<file path="src/rtl/rst_sequencer.sv">
// rtl/rst_sequencer.sv - staged reset sequencer: async assert, lock-qualified synchronous release.
module rst_sequencer #(
  parameter int SYNC_STAGES = 2,
  parameter int LOCK_FILT   = 4,
  parameter int HOLD_CYCLES = 8,
  parameter int STAGE_GAP   = 4,
  parameter int USE_LOCK    = 1
) (
  input  logic clk_i,
  input  logic rst_n_i,
  input  logic pll_lock_i,
  output logic rst_o,
  output logic rst_late_o,
  output logic ready_o
);

  localparam int LCNT_W = $clog2(LOCK_FILT + 1);
  localparam int PH_MAX = (HOLD_CYCLES > STAGE_GAP) ? HOLD_CYCLES : STAGE_GAP;
  localparam int PH_W   = (PH_MAX > 1) ? $clog2(PH_MAX) : 1;

  typedef enum logic [2:0] {
    S_RESET,
    S_WAIT_LOCK,
    S_HOLD,
    S_STAGE,
    S_RUN
  } state_t;

  logic [SYNC_STAGES-1:0] r_rst_sync;
  logic [SYNC_STAGES-1:0] r_lock_sync;
  logic [LCNT_W-1:0]      r_lock_cnt;
  logic [PH_W-1:0]        r_cnt;
  state_t                 r_state;
  state_t                 w_state_nxt;
  logic                   w_lock_in;
  logic                   w_rst_sync;
  logic                   w_lock_s;
  logic                   w_lock_ok;
  logic                   w_hold_end;
  logic                   w_stage_end;

  assign w_lock_in   = (USE_LOCK != 0) ? pll_lock_i : 1'b1;
  assign w_rst_sync  = r_rst_sync[SYNC_STAGES-1];
  assign w_lock_s    = r_lock_sync[SYNC_STAGES-1];
  assign w_lock_ok   = (r_lock_cnt == LCNT_W'(LOCK_FILT));
  assign w_hold_end  = (r_cnt == PH_W'(HOLD_CYCLES - 1));
  assign w_stage_end = (r_cnt == PH_W'(STAGE_GAP - 1));

  always_ff @(posedge clk_i or negedge rst_n_i) begin
    if (!rst_n_i) begin
      r_rst_sync  <= '0;
      r_lock_sync <= '0;
      r_lock_cnt  <= '0;
    end else begin
      r_rst_sync  <= {r_rst_sync[SYNC_STAGES-2:0], 1'b1};
      r_lock_sync <= {r_lock_sync[SYNC_STAGES-2:0], w_lock_in};
      if (!w_lock_s)
        r_lock_cnt <= '0;
      else if (!w_lock_ok)
        r_lock_cnt <= r_lock_cnt + LCNT_W'(1);
    end
  end

  // Lock loss is checked before the phase counter so it wins on a terminal edge.
  always_comb begin
    w_state_nxt = r_state;
    case (r_state)
      S_RESET:     if (w_rst_sync) w_state_nxt = S_WAIT_LOCK;
      S_WAIT_LOCK: if (w_lock_ok)  w_state_nxt = S_HOLD;
      S_HOLD: begin
        if (!w_lock_s)       w_state_nxt = S_WAIT_LOCK;
        else if (w_hold_end) w_state_nxt = S_STAGE;
      end
      S_STAGE: begin
        if (!w_lock_s)        w_state_nxt = S_WAIT_LOCK;
        else if (w_stage_end) w_state_nxt = S_RUN;
      end
      S_RUN:       if (!w_lock_s)  w_state_nxt = S_WAIT_LOCK;
      default:     w_state_nxt = S_RESET;
    endcase
  end

  always_ff @(posedge clk_i or negedge rst_n_i) begin
    if (!rst_n_i) begin
      r_state    <= S_RESET;
      r_cnt      <= '0;
      rst_o      <= 1'b1;
      rst_late_o <= 1'b1;
      ready_o    <= 1'b0;
    end else begin
      r_state <= w_state_nxt;
      if (w_state_nxt != r_state)
        r_cnt <= '0;
      else if (r_state == S_HOLD || r_state == S_STAGE)
        r_cnt <= r_cnt + PH_W'(1);
      rst_o      <= !(w_state_nxt == S_STAGE || w_state_nxt == S_RUN);
      rst_late_o <= (w_state_nxt != S_RUN);
      ready_o    <= (w_state_nxt == S_RUN);
    end
  end

endmodule
</file>
<file path="config.mk">
export PLATFORM = sky130hd
export DESIGN_NAME = rst_sequencer
export DESIGN_NICKNAME = d
export VERILOG_FILES = /design/src/rtl/rst_sequencer.sv
export SDC_FILE = /design/constraint.sdc
export NUM_CORES = 1
export LEC_CHECK = 0
export CAP_MARGIN = 15
export CORE_UTILIZATION = 52
export CTS_BUF_LIST = sky130_fd_sc_hd__clkbuf_4 sky130_fd_sc_hd__clkbuf_8
export DETAILED_ROUTE_END_ITERATION = 8
export PLACE_DENSITY = 0.76
export SETUP_SLACK_MARGIN = 0.2
export SLEW_MARGIN = 20
export SYNTH_ARGS = -nofsm -noshare
export SYNTH_HDL_FRONTEND = slang
export SYNTH_SLANG_ARGS = --single-unit
</file>
<file path="constraint.sdc">
create_clock -name clk_i -period 1.5 [get_ports clk_i]
set_input_delay 0.3 -clock clk_i [delete_from_list [all_inputs] [get_ports clk_i]]
set_output_delay 0.3 -clock clk_i [all_outputs]
set_load 0.01 [all_outputs]
</file>
# Word level (Yosys, flattened, before mapping)
# Index checks and enable logic that the tools add are counted.
# totals
reg_bits,16
elab_cells,39
input_bits,3
output_inout_bits,3
# op_classes
n_eq_ne,12
n_mux,12
n_reduce_logical,5
addsub,2
# op_table
op,n
3-bit 2-to-1 mux,11
3-bit case mux with 5 select lines,1
3-bit by 2-bit == test with 1-bit output (second input constant),4
3-bit == test (second input constant),4
3-bit by 1-bit adder with 3-bit output (second input constant),2
3-bit by 1-bit == test with 1-bit output (second input constant),1
3-bit logical NOT,1
3-bit != test,1
3-bit != test (second input constant),1
1-bit logical OR,2
2-bit != test (second input constant),1
2-bit nonzero test,1
1-bit logical NOT,1

# Depth between registers and ports, before layout
# Gate-level depths: netlist (run 1).
# depth
ltp_word,7
ltp_mapped,6
ltp_nobuf,6

# Worst setup path before layout (run 1)
# OpenSTA, ideal clock, no wires.
# synth_timing
path_kind,reg2reg
from,register r_cnt[0]
to,register r_cnt[0]
path_stages_with_launch,7
required_time_ns,1.414
setup_time_ns,0.086
path_slack_ns,-0.031
synth_period_minus_slack_ns,1.531
path_buffers,0
arrival_time_ns,1.445
cell_sequence,dfrtp_1 > ha_1 > ha_1 > or3b_1 > o21ai_2 > a22oi_2 > nor3_1
# synth_via
elab_chain_cells,6
elab_cells_between_ends,12
classes_between,add/sub: 1; eq/ne: 3; mux: 7; reduce/logical: 1
# synth_lines
element,line,source
"start, declared",32,logic [PH_W-1:0] r_cnt;
"start signal, assigned",95,r_cnt <= r_cnt + PH_W'(1);
3-bit by 2-bit == test with 1-bit output or 3-bit == test (tied branches),"47, 46",
3-bit 2-to-1 mux (on tied branches),"76, 72",
3-bit 2-to-1 mux (on tied branches),"75, 71",
3-bit case mux with 5 select lines,67,case (r_state)
3-bit != test,92,if (w_state_nxt != r_state)
3-bit 2-to-1 mux or 2-bit nonzero test (tied branches),--,
# Parallel ways exist; a longest one is shown, timed or not. The select of a mux whose other input is x is not followed.
# A chain may end at the register's enable or synchronous reset.

# Final worst setup path (run 1)
# layout_timing
from,register r_cnt[1]
to,register r_state[0]
# layout_via
elab_chain_cells,4
elab_cells_between_ends,7
classes_between,eq/ne: 2; mux: 5
# layout_lines
element,line,source
3-bit by 2-bit == test with 1-bit output or 3-bit == test (tied branches),"47, 46",
3-bit 2-to-1 mux (on tied branches),"76, 72",
3-bit 2-to-1 mux (on tied branches),"75, 71",
3-bit case mux with 5 select lines (*),67,
named net w_state_nxt[0],34,state_t w_state_nxt;
"end signal, assigned",91,r_state <= w_state_nxt;
"end, declared",33,state_t r_state;
# The timed path passes the listed nets; every way through them passes the cells marked *.

==> summary.md, run 1 <==
| Metric | Value |
|---|---|
| Worst hold slack | `0.347 ns` |
| Period minus WS final | `1.57 ns` |
| Clock Tree Buf Depth | `2` |
| Critical path fanouts, max | `3` |
| Leakage Power | `0.413 nW` |
| Max cap viols | `0` |
| Pin count of the biggest net entering global routing | `17` |
| Post-synth EDFFs | `0` |
| Logic pwr share | `0.296` |
| Setup TNS | `-0.160 ns` |
| First-pass GRT wire length | `2.37 mm` |
| Critical path's slowest cell | `mux4_2` |
| Synth area leaders | `dfrtp_1 46%, ha_1 8.2%, dfstp_2 6.9%` |
| Die width | `40.4 um` |
| CP Launch Point | `r_cnt[1]` |
| DRC errors left | `0` |
| Iter 0 DRT Violations | `18` |
| Avg Vias per Cell | `5.68` |
| Die Y | `40.4 um` |
| Gpl congestion | `0.854` |
| Syn-to-layout area delta | `25.2%` |
| Share of power burned in registers | `0.464` |
| Pre-antenna DRT Iters | `4` |
| Avg WL per Cell | `15.9 um` |
| Status | `complete, but fails checks` |
| Row cnt | `13` |
| #FFs+latches synth | `16` |
| Worst-path cell chain | `ha_4 > ha_2 > inv_1 > mux4_2 > o2bb2ai_1` |
| Layout cells sized above 1 | `0.341` |
| Synthesized Nets | `79` |
| Sw Ratio | `0.301` |
| Largest stage delay on the critical path | `0.49 ns` |
| Routed via count | `568` |
| Dpl cells | `94` |
| Worst vdd ir | `729 uV` |
| Violated checks | `setup timing` |
| Most frequent cells after synthesis | `14 x dfrtp_1, 8 x inv_1, 5 x ha_1` |
| Gr usage total | `0.241` |
| TritonCTS Buffers | `3` |
| DP Worst Slack | `-0.0687 ns` |
| Clock Latency Late Sink | `0.29 ns` |
| Arr. time, crit path | `1.75 ns` |
| Part of the power in the clock network | `0.240` |
| Cells after synthesis | `71` |
| Initial Util | `0.574` |
| Die footprint | `0.00163 sq mm` |
| Vias in the first global route | `479` |
| Ant. Diodes | `0` |
| Post-Route Utilization | `0.719` |
| Unrepaired setup endpoints after global routing | `yes` |
| Hold-fix buffer count after cts | `0` |
| Setup crit start kind | `flip-flop` |
| Post-Syn Area per Cell | `10.8 sq um` |
| CTS root buffer | `clkbuf_4` |
| Final Non-Filler Cells | `100` |
| Post-DRT Antenna Nets | `0` |
| Clock transition at path regs | `0.09 ns` |
| Detailed Route WL | `1.59 mm` |
| Crit share post-route | `1.05` |
| Post-synthesis sequential area ratio | `0.526` |
| PortBufs | `5` |
| Fmax | `0.637 GHz` |
| Critical path capture point type | `flip-flop` |
| Worst Path Required | `1.67 ns` |
| Nets | `94` |
| Total global routing overflow | `0` |
| Hpwl dp | `1.02 mm` |
| Worst Setup Slack, final | `-0.0704 ns` |
| Int Pwr | `0.830 mW` |
| Switching power | `0.357 mW` |
| Count leader, synth | `dfrtp_1` |
| # H-tree levels | `1` |
| RR Startpoint | `r_cnt[1]` |
| Synth top area share | `0.458` |
| Initial antenna violation count | `0` |
| Power density over cell area | `1240 mW/mm^2` |
| Worst hold path class | `input port to async pin` |
| CORE AREA | `0.00133 sq mm` |
| Async SR Flop Fraction | `1.00` |
| Synth Flop Type | `dfrtp_1` |
| CTS tree | `done` |
| Clock skew | `0.00351 ns` |
| Post-Syn Area | `766 sq um` |
| Io pins | `6` |
| Post-synth cell types | `28` |
| Crit Path Category | `flip-flop to flip-flop` |
| Fin. max-slew vios | `0` |
| # clock sinks | `16` |
| Final Hold Viols | `0` |
| Yosys top cell by area | `dfrtp_1` |
| Yosys warnings | `0` |
| Setup violations, final | `5` |
[registers in the layout, indices dropped and copies added, names as in the netlist]
name and cells:
r_rst_sync 2, r_state 3, rst_late_o 1, r_lock_cnt 3, r_lock_sync 2, rst_o 1, r_cnt 3, ready_o 1
[area by class of cell]
type | count | area (sq um)
Fill cell | 109 | 375
Multi-Input combinational cell | 44 | 372
Clock buffer | 4 | 36.3
Timing Repair Buffer | 13 | 98.8
Inverter | 8 | 30.0
Sequential cell | 16 | 403
Tap cell | 15 | 18.8
[cell usage in the layout, fill, tap and decap left out, types with 2 or more instances in the layout]
cell type	netlist	layout
a21oi_1	4	3
a31oi_1	2	2
buf_2	2	2
buf_4	1	8
clkbuf_4	0	3
clkdlybuf4s50_1	0	2
dfrtp_1	14	14
dfstp_2	2	2
ha_4	0	3
inv_1	8	6
inv_2	0	2
nand2_1	4	4
nand3_1	2	2
nor2_1	3	2
nor3_1	4	2
nor3_2	0	2
o21a_1	2	2
o21ai_0	4	4
[worst paths after layout]
path	depth (start not counted)	slack, ns	end
worst max-delay path	5	-0.07	r_state[0]
worst min-delay path	2	0.35	r_cnt[2]
worst max register to register	5	-0.07	r_state[0]
worst min register to register	0	0.36	r_lock_sync[1]
max in group asynchronous	2	0.90	rst_late_o
min in group clk_i	0	0.36	r_lock_sync[1]
[critical path: cells and delay by family, from the launching register on]
kind,cells,cell delay [ns]
muxes,1,0.49
adders and majority gates,2,0.38
buffers and inverters,1,0.05
AOI/OAI and AO/OA,1,0.14
DFF,1,0.40
[stage by stage]
stage               instance area, sq um  power (mW)
finish                               958        1.19
CTS                                  947        1.18
floorplan                            783       0.716
global route                         958        1.26
detailed placement                   880       0.821
global placement                     880       0.795
[power by group through the flow]
stage / sequential, mW / combinational [mW] / clock [mW]
floorplan: 0.528 / 0.187 / 0
finish: 0.551 / 0.351 / 0.284
global route: 0.562 / 0.397 / 0.305
detailed placement: 0.546 / 0.275 / 0
global placement: 0.540 / 0.255 / 0
CTS: 0.550 / 0.337 / 0.291
[layer usage]
layer,track usage,part of all wire,vias to the layer above,wire (um)
li1,-,-,271,-
met1,0.297,0.40,257,634
met2,0.377,0.51,32,813
met3,0.0556,0.062,8,98
met4,0.150,0.028,0,45
met5,0,0,-,0
[logic make-up after synthesis]
kind of cell,synth area share
adder cells (fa/ha/maj),0.0817
other,0.00490
AO/OA/AOI/OAI,0.149
flip-flops,0.526
AND/OR/NAND/NOR,0.111
buffers and inverters,0.0621
XOR/XNOR,0.0229
multiplexers,0.0425
[what timing repair did]
item / CTS / global route
cloned: 0 / 0
pin swaps: 4 / 2
buffers inserted: 2 / 0
endpoints found under the setup margin: 11 / 8
endpoints found under the hold margin: 0 / 0
gates resized for setup: 13 / 3
(Power assumes the default switching activity.)
==> run 2: changes to the inputs <==
--- a/config.mk
+++ b/config.mk
@@ -6,6 +6,7 @@
 export NUM_CORES = 1
 export LEC_CHECK = 0
 export CAP_MARGIN = 15
+export CORE_ASPECT_RATIO = 1.1
 export CORE_UTILIZATION = 52
 export CTS_BUF_LIST = sky130_fd_sc_hd__clkbuf_4 sky130_fd_sc_hd__clkbuf_8
 export DETAILED_ROUTE_END_ITERATION = 8
==> run 2 against run 1 <==
- the flow still finishes with violations (setup timing)
- cell count is 2.0% lower
- final area is 3.3% lower
- sequential share of layout area is 1.4 points higher
- hold slack worse by 0.024 ns
- non-clock buffer count is 3 lower
- die area hardly changed
- combinational power is 19% lower
- largest power group unchanged
- clock skew is 0.00059 ns lower
- register-to-register slack hardly changed
- critical endpoint is now r_cnt[2]
==> summary.md, run 2 (same netlist as run 1, synthesis figures left out) <==
| Metric | Value |
|---|---|
| Status | `complete, but fails checks` |
| Violated checks | `setup timing` |
| Clock Tree Buf Depth | `2` |
| Postcts setup bufs | `0` |
| Routed via count | `523` |
| Worst Setup Slack, final | `-0.0696 ns` |
| DRC errors left | `0` |
| CTS tree | `done` |
| Io pins | `6` |
| Clock transition at path regs | `0.09 ns` |
| Unrepaired setup endpoints after global routing | `yes` |
| Setup TNS | `-0.129 ns` |
| Setup violations, final | `3` |
| Commonest non-fill, non-tap cells in the layout | `14 x dfrtp_1, 6 x inv_1, 5 x buf_4, 4 x nand2_1, 4 x o21ai_0` |
| Crit share post-route | `1.05` |
| Critical path capture point type | `flip-flop` |
| Fmax | `0.637 GHz` |
| Die Y | `42.2 um` |
| Avg WL per Cell | `13.2 um` |
| Post-Route Utilization | `0.679` |
| Crit Path Category | `flip-flop to flip-flop` |
| Detailed Route WL | `1.30 mm` |
| Avg Vias per Cell | `5.34` |
| Initial antenna violation count | `0` |
| CORE AREA | `0.00137 sq mm` |
| Setup crit start kind | `flip-flop` |
| TritonCTS Buffers | `3` |
| Initial Util | `0.560` |
| Worst hold slack | `0.323 ns` |
| Pin count of the biggest net entering global routing | `17` |
| Final Non-Filler Cells | `98` |
| Period minus WS final | `1.57 ns` |
| Power density over cell area | `1200 mW/mm^2` |
| Gpl congestion | `0.733` |
| Hpwl dp | `926 um` |
| Pre-antenna DRT Iters | `4` |
| Fin. max-slew vios | `0` |
| Ant. Diodes | `0` |
| Max cap viols | `0` |
| Worst vdd ir | `953 uV` |
| CP Launch Point | `r_cnt[1]` |
| Dpl cells | `94` |
| Critical path fanouts, max | `3` |
| Layout cells sized above 1 | `0.280` |
| Leading cell type in the layout, fill and taps excluded | `dfrtp_1` |
| CTS root buffer | `clkbuf_4` |
| RR Startpoint | `r_cnt[1]` |
| Final Hold Viols | `0` |
| Worst hold path class | `input port to async pin` |
| Vias in the first global route | `494` |
| Die width | `38.6 um` |
| Worst Path Required | `1.71 ns` |
| Nets | `91` |
| Largest registers | `r_cnt (3), r_lock_cnt (3), r_state (3)` |
| Iter 0 DRT Violations | `17` |
| First-pass GRT wire length | `2.13 mm` |
| Clock skew | `0.00292 ns` |
| Leakage Power | `0.399 nW` |
| # clock sinks | `16` |
| DP Worst Slack | `-0.0811 ns` |
| Syn-to-layout area delta | `21.1%` |
| PortBufs | `5` |
| Die footprint | `0.00163 sq mm` |
| Clock Latency Late Sink | `0.29 ns` |
| Total global routing overflow | `0` |
| Post-DRT Antenna Nets | `0` |
| # H-tree levels | `1` |
| Gr usage total | `0.196` |
| Row cnt | `14` |
| Arr. time, crit path | `1.78 ns` |
[run 2: changes by cell type in the layout (fill, tap and decap cells not counted), sizes merged]
cell and change:
buf -3
[run 2: final timing paths]
kind                                      end  slack [ns]  depth (start not counted)
worst max-delay path                 r_cnt[2]       -0.07                          6
worst min-delay path                  ready_o        0.32                          2
worst max register to register       r_cnt[2]       -0.07                          6
worst min register to register  r_rst_sync[1]        0.36                          0
max in group asynchronous          rst_late_o        0.93                          2
min in group clk_i              r_rst_sync[1]        0.36                          0
[run 2: through the flow]
stage               instance area, sq um  power (mW)
floorplan                            783       0.716
global placement                     873       0.793
detailed placement                   873       0.807
CTS                                  918        1.11
global route                         927        1.20
finish                               927        1.12
[run 2: timing repair]
item                       CTS  global route
setup endpoints to repair    8             9
gates resized for setup     11             3
hold buffers                 0             0
pin swaps                    4             4
[run 2: final cells by class]
cell class / count / area, sq um
Inverter: 8 / 30.0
Tap cell: 16 / 20.0
Clock buffer: 4 / 36.3
Fill cell: 108 / 439
Multi-Input combinational cell: 44 / 362
Timing Repair Buffer: 10 / 76.3
Sequential cell: 16 / 403
[run 2: layer usage]
metal / up-vias / part of all wire / global-route usage
li1: 261 / - / -
met1: 252 / 0.45 / 0.259
met2: 7 / 0.51 / 0.290
met3: 3 / 0.025 / 0.0479
met4: 0 / 0.016 / 0.103
met5: - / 0 / 0
[run 2: where the power goes]
part | total (mW) | switching (mW) | leakage (nW) | internal [mW]
Sequential | 0.550 | 0.0597 | 0.198 | 0.490
Combinational | 0.284 | 0.129 | 0.180 | 0.154
Clock | 0.283 | 0.136 | 0.0210 | 0.148
[run 2: critical path: stages (launching register included)]
cell	delay, ns
dfrtp_1	0.42
ha_4	0.19
ha_4	0.15
or3b_1	0.37
o21ai_2	0.07
a22oi_2	0.11
nor3_1	0.18
==> run 3: changes to the inputs <==
--- a/config.mk
+++ b/config.mk
@@ -5,8 +5,8 @@
 export SDC_FILE = /design/constraint.sdc
 export NUM_CORES = 1
 export LEC_CHECK = 0
+export ABC_AREA = 1
 export CAP_MARGIN = 15
-export CORE_ASPECT_RATIO = 1.1
 export CORE_UTILIZATION = 52
 export CTS_BUF_LIST = sky130_fd_sc_hd__clkbuf_4 sky130_fd_sc_hd__clkbuf_8
 export DETAILED_ROUTE_END_ITERATION = 8
==> run 3 against run 2 <==
- the flow now finishes without violations
- maximum frequency grew 11%
- count of clock-buffer cells in the layout is the same
- via count grew 7.6%
- highest routed layer unchanged
==> summary.md, run 3 <==
| Metric | Value |
|---|---|
| Yosys top cell by area | `dfrtp_1` |
| Ant. Diodes | `0` |
| Syn-to-layout area delta | `35.5%` |
| Synth Flop Type | `dfrtp_1` |
| Gr usage total | `0.214` |
| Iter 0 DRT Violations | `16` |
| Post-Syn Area | `729 sq um` |
| TritonCTS Buffers | `3` |
| Detailed Route WL | `1.53 mm` |
| Hpwl dp | `865 um` |
| Post-DRT Antenna Nets | `0` |
| Period minus WS final | `1.41 ns` |
| Power density over cell area | `1530 mW/mm^2` |
| Hold-fix buffer count after cts | `0` |
| Row cnt | `13` |
| Crit Path Category | `flip-flop to flip-flop` |
| First-pass GRT wire length | `2.04 mm` |
| RR Startpoint | `r_cnt[1]` |
| Synth top area share | `0.480` |
| Post-synth EDFFs | `0` |
| Worst R2R Path Depth | `10` |
| Largest registers | `r_cnt (3), r_lock_cnt (3), r_state (3)` |
| Initial antenna violation count | `0` |
| Yosys warnings | `0` |
| Number of fill cells | `77` |
| Setup crit start kind | `flip-flop` |
| Pre-antenna DRT Iters | `4` |
| #FFs+latches synth | `16` |
| Gpl congestion | `0.754` |
| Cell area after layout | `988 sq um` |
| Arr. time, crit path | `1.59 ns` |
| Initial Util | `0.561` |
| PortBufs | `5` |
| Avg WL per Cell | `14.3 um` |
| Met1 usage | `0.303` |
| GRT Max-Usage Layer | `met1` |
| R2R setup slack | `0.09 ns` |
| Vias in the first global route | `481` |
| Fin. max-slew vios | `0` |
| Max cap viols | `0` |
| Status | `completed` |
| Setup violations, final | `0` |
| Die Y | `39.5 um` |
| Crit share post-route | `0.940` |
| Fmax | `0.709 GHz` |
| Worst hold path class | `input port to async pin` |
| Leading cell type in the layout, fill and taps excluded | `dfrtp_1` |
| Worst R2R End | `r_cnt[2]` |
| Cells after synthesis | `74` |
| Count leader, synth | `dfrtp_1` |
| Layout cells sized above 1 | `0.446` |
| Clock transition at path regs | `0.09 ns` |
| Unrepaired setup endpoints after global routing | `yes` |
| Avg Vias per Cell | `5.26` |
| Post-Syn Area per Cell | `9.86 sq um` |
| Worst Path Required | `1.68 ns` |
| DRC errors left | `0` |
| Synth area leaders | `dfrtp_1 48%, ha_1 8.6%, dfstp_2 7.2%` |
| Setup TNS | `0 ns` |
| # clock sinks | `16` |
| Post-synth cell types | `18` |
| Storage element area | `403 sq um` |
| Routed via count | `563` |
| Pin count of the biggest net entering global routing | `17` |
| Clock skew | `0.00530 ns` |
| Commonest non-fill, non-tap cells in the layout | `14 x dfrtp_1, 9 x inv_1, 9 x nand2_1, 9 x buf_4, 5 x nand3_2` |
| Clock Tree Buf Depth | `2` |
| Async SR Flop Fraction | `1.00` |
| # H-tree levels | `1` |
| Synthesized Nets | `82` |
| Clock Latency Late Sink | `0.28 ns` |
| CTS root buffer | `clkbuf_4` |
| CORE AREA | `0.00130 sq mm` |
| CP Launch Point | `r_cnt[1]` |
| Placed Area | `831 sq um` |
| Die width | `39.5 um` |
| Io pins | `6` |
| Post-synthesis sequential area ratio | `0.552` |
| Critical path fanouts, max | `3` |
| GR Util met2 | `0.283` |
| Total global routing overflow | `0` |
| Critical path capture point type | `flip-flop` |
| Met3 Use GR | `0.0625` |
| Die footprint | `0.00156 sq mm` |
| Crit path to | `r_cnt[2]` |
| Leakage Power | `0.486 nW` |
| Final Hold Viols | `0` |
| Most frequent cells after synthesis | `14 x dfrtp_1, 12 x nand2_1, 10 x inv_1, 6 x nand3_1, 5 x ha_1` |
| Multi-input combinational cell area | `379 sq um` |
| Nets | `101` |
| Worst vdd ir | `990 uV` |
| CTS tree | `done` |
[run 3: what timing repair did]
action,4_1_cts,5_1_grt
setup endpoints to repair,7,10
pin swaps,7,9
endpoints found under the hold margin,0,0
setup buffers,4,3
gates resized for setup,10,19
[run 3: worst min-delay path by stage]
stage / start / to / slack, ns / cells after the start
after floorplan: rst_n_i / r_cnt[0] / 0.004 / 0
after global placement: r_lock_sync[0] / r_lock_sync[1] / 0.33 / 0
after detailed placement: r_lock_sync[0] / r_lock_sync[1] / 0.35 / 0
after CTS: rst_n_i / r_lock_sync[0] / 0.32 / 2
after global routing: rst_n_i / r_lock_cnt[1] / 0.33 / 2
final: rst_n_i / r_lock_sync[0] / 0.32 / 2
[run 3: report_power, final]
part	total (mW)	internal, mW	switching (mW)
combinational	0.663	0.287	0.376
sequential	0.575	0.508	0.0667
clock	0.277	0.148	0.130
total	1.51	0.942	0.572
[run 3: final cells by class]
class,count,share of cell area
flip-flops and latches,16,0.408
multi-input cells,46,0.384
repair buffers,14,0.108
inverters,12,0.0456
clock buffers,4,0.0367
well taps,15,0.0190
[run 3: cells by family (layout without fill, tap and decap cells)]
| logic type | Yosys count | after routing | synth area share |
|---|---|---|---|
| other | 1 | 1 | 0.00514 |
| XOR/XNOR | 2 | 2 | 0.0240 |
| flip-flops | 16 | 16 | 0.552 |
| adder cells (fa/ha/maj) | 5 | 5 | 0.0858 |
| AO/OA/AOI/OAI | 9 | 9 | 0.0686 |
| buffers and inverters | 12 | 30 | 0.0618 |
| AND/OR/NAND/NOR | 29 | 29 | 0.202 |
[run 3: worst max-delay path: stages (launching register included)]
cell,delay (ns)
dfrtp_1,0.42
ha_4,0.19
ha_4,0.16
nand2_4,0.07
nand3_2,0.06
nand2_2,0.09
nand2_4,0.06
nand2_4,0.08
nand2_4,0.05
nand3_4,0.08
nor2_2,0.05
[run 3: per-layer routing]
| layer | part of all wire | vias to the layer above | wire (um) |
|---|---|---|---|
| li1 | - | 272 | - |
| met1 | 0.45 | 265 | 690 |
| met2 | 0.49 | 22 | 744 |
| met3 | 0.043 | 4 | 66 |
| met4 | 0.018 | 0 | 28 |
| met5 | 0 | - | 0 |
[run 3: stage by stage]
| stage | total power [mW] | hold slack [ns] | setup slack (ns) | util | std cells |
|---|---|---|---|---|---|
| detailed placement | 0.984 | 0.346 | 0.0859 | 0.638 | 96 |
| finish | 1.51 | 0.316 | 0.0897 | 0.760 | 107 |
| global placement | 0.973 | 0.332 | 0.115 | 0.638 | 96 |
| CTS | 1.29 | 0.317 | 0.0932 | 0.695 | 104 |
| floorplan | 0.872 | 0.00441 | 0.199 | - | 74 |
| global route | 1.61 | 0.330 | 0.0141 | 0.760 | 107 |
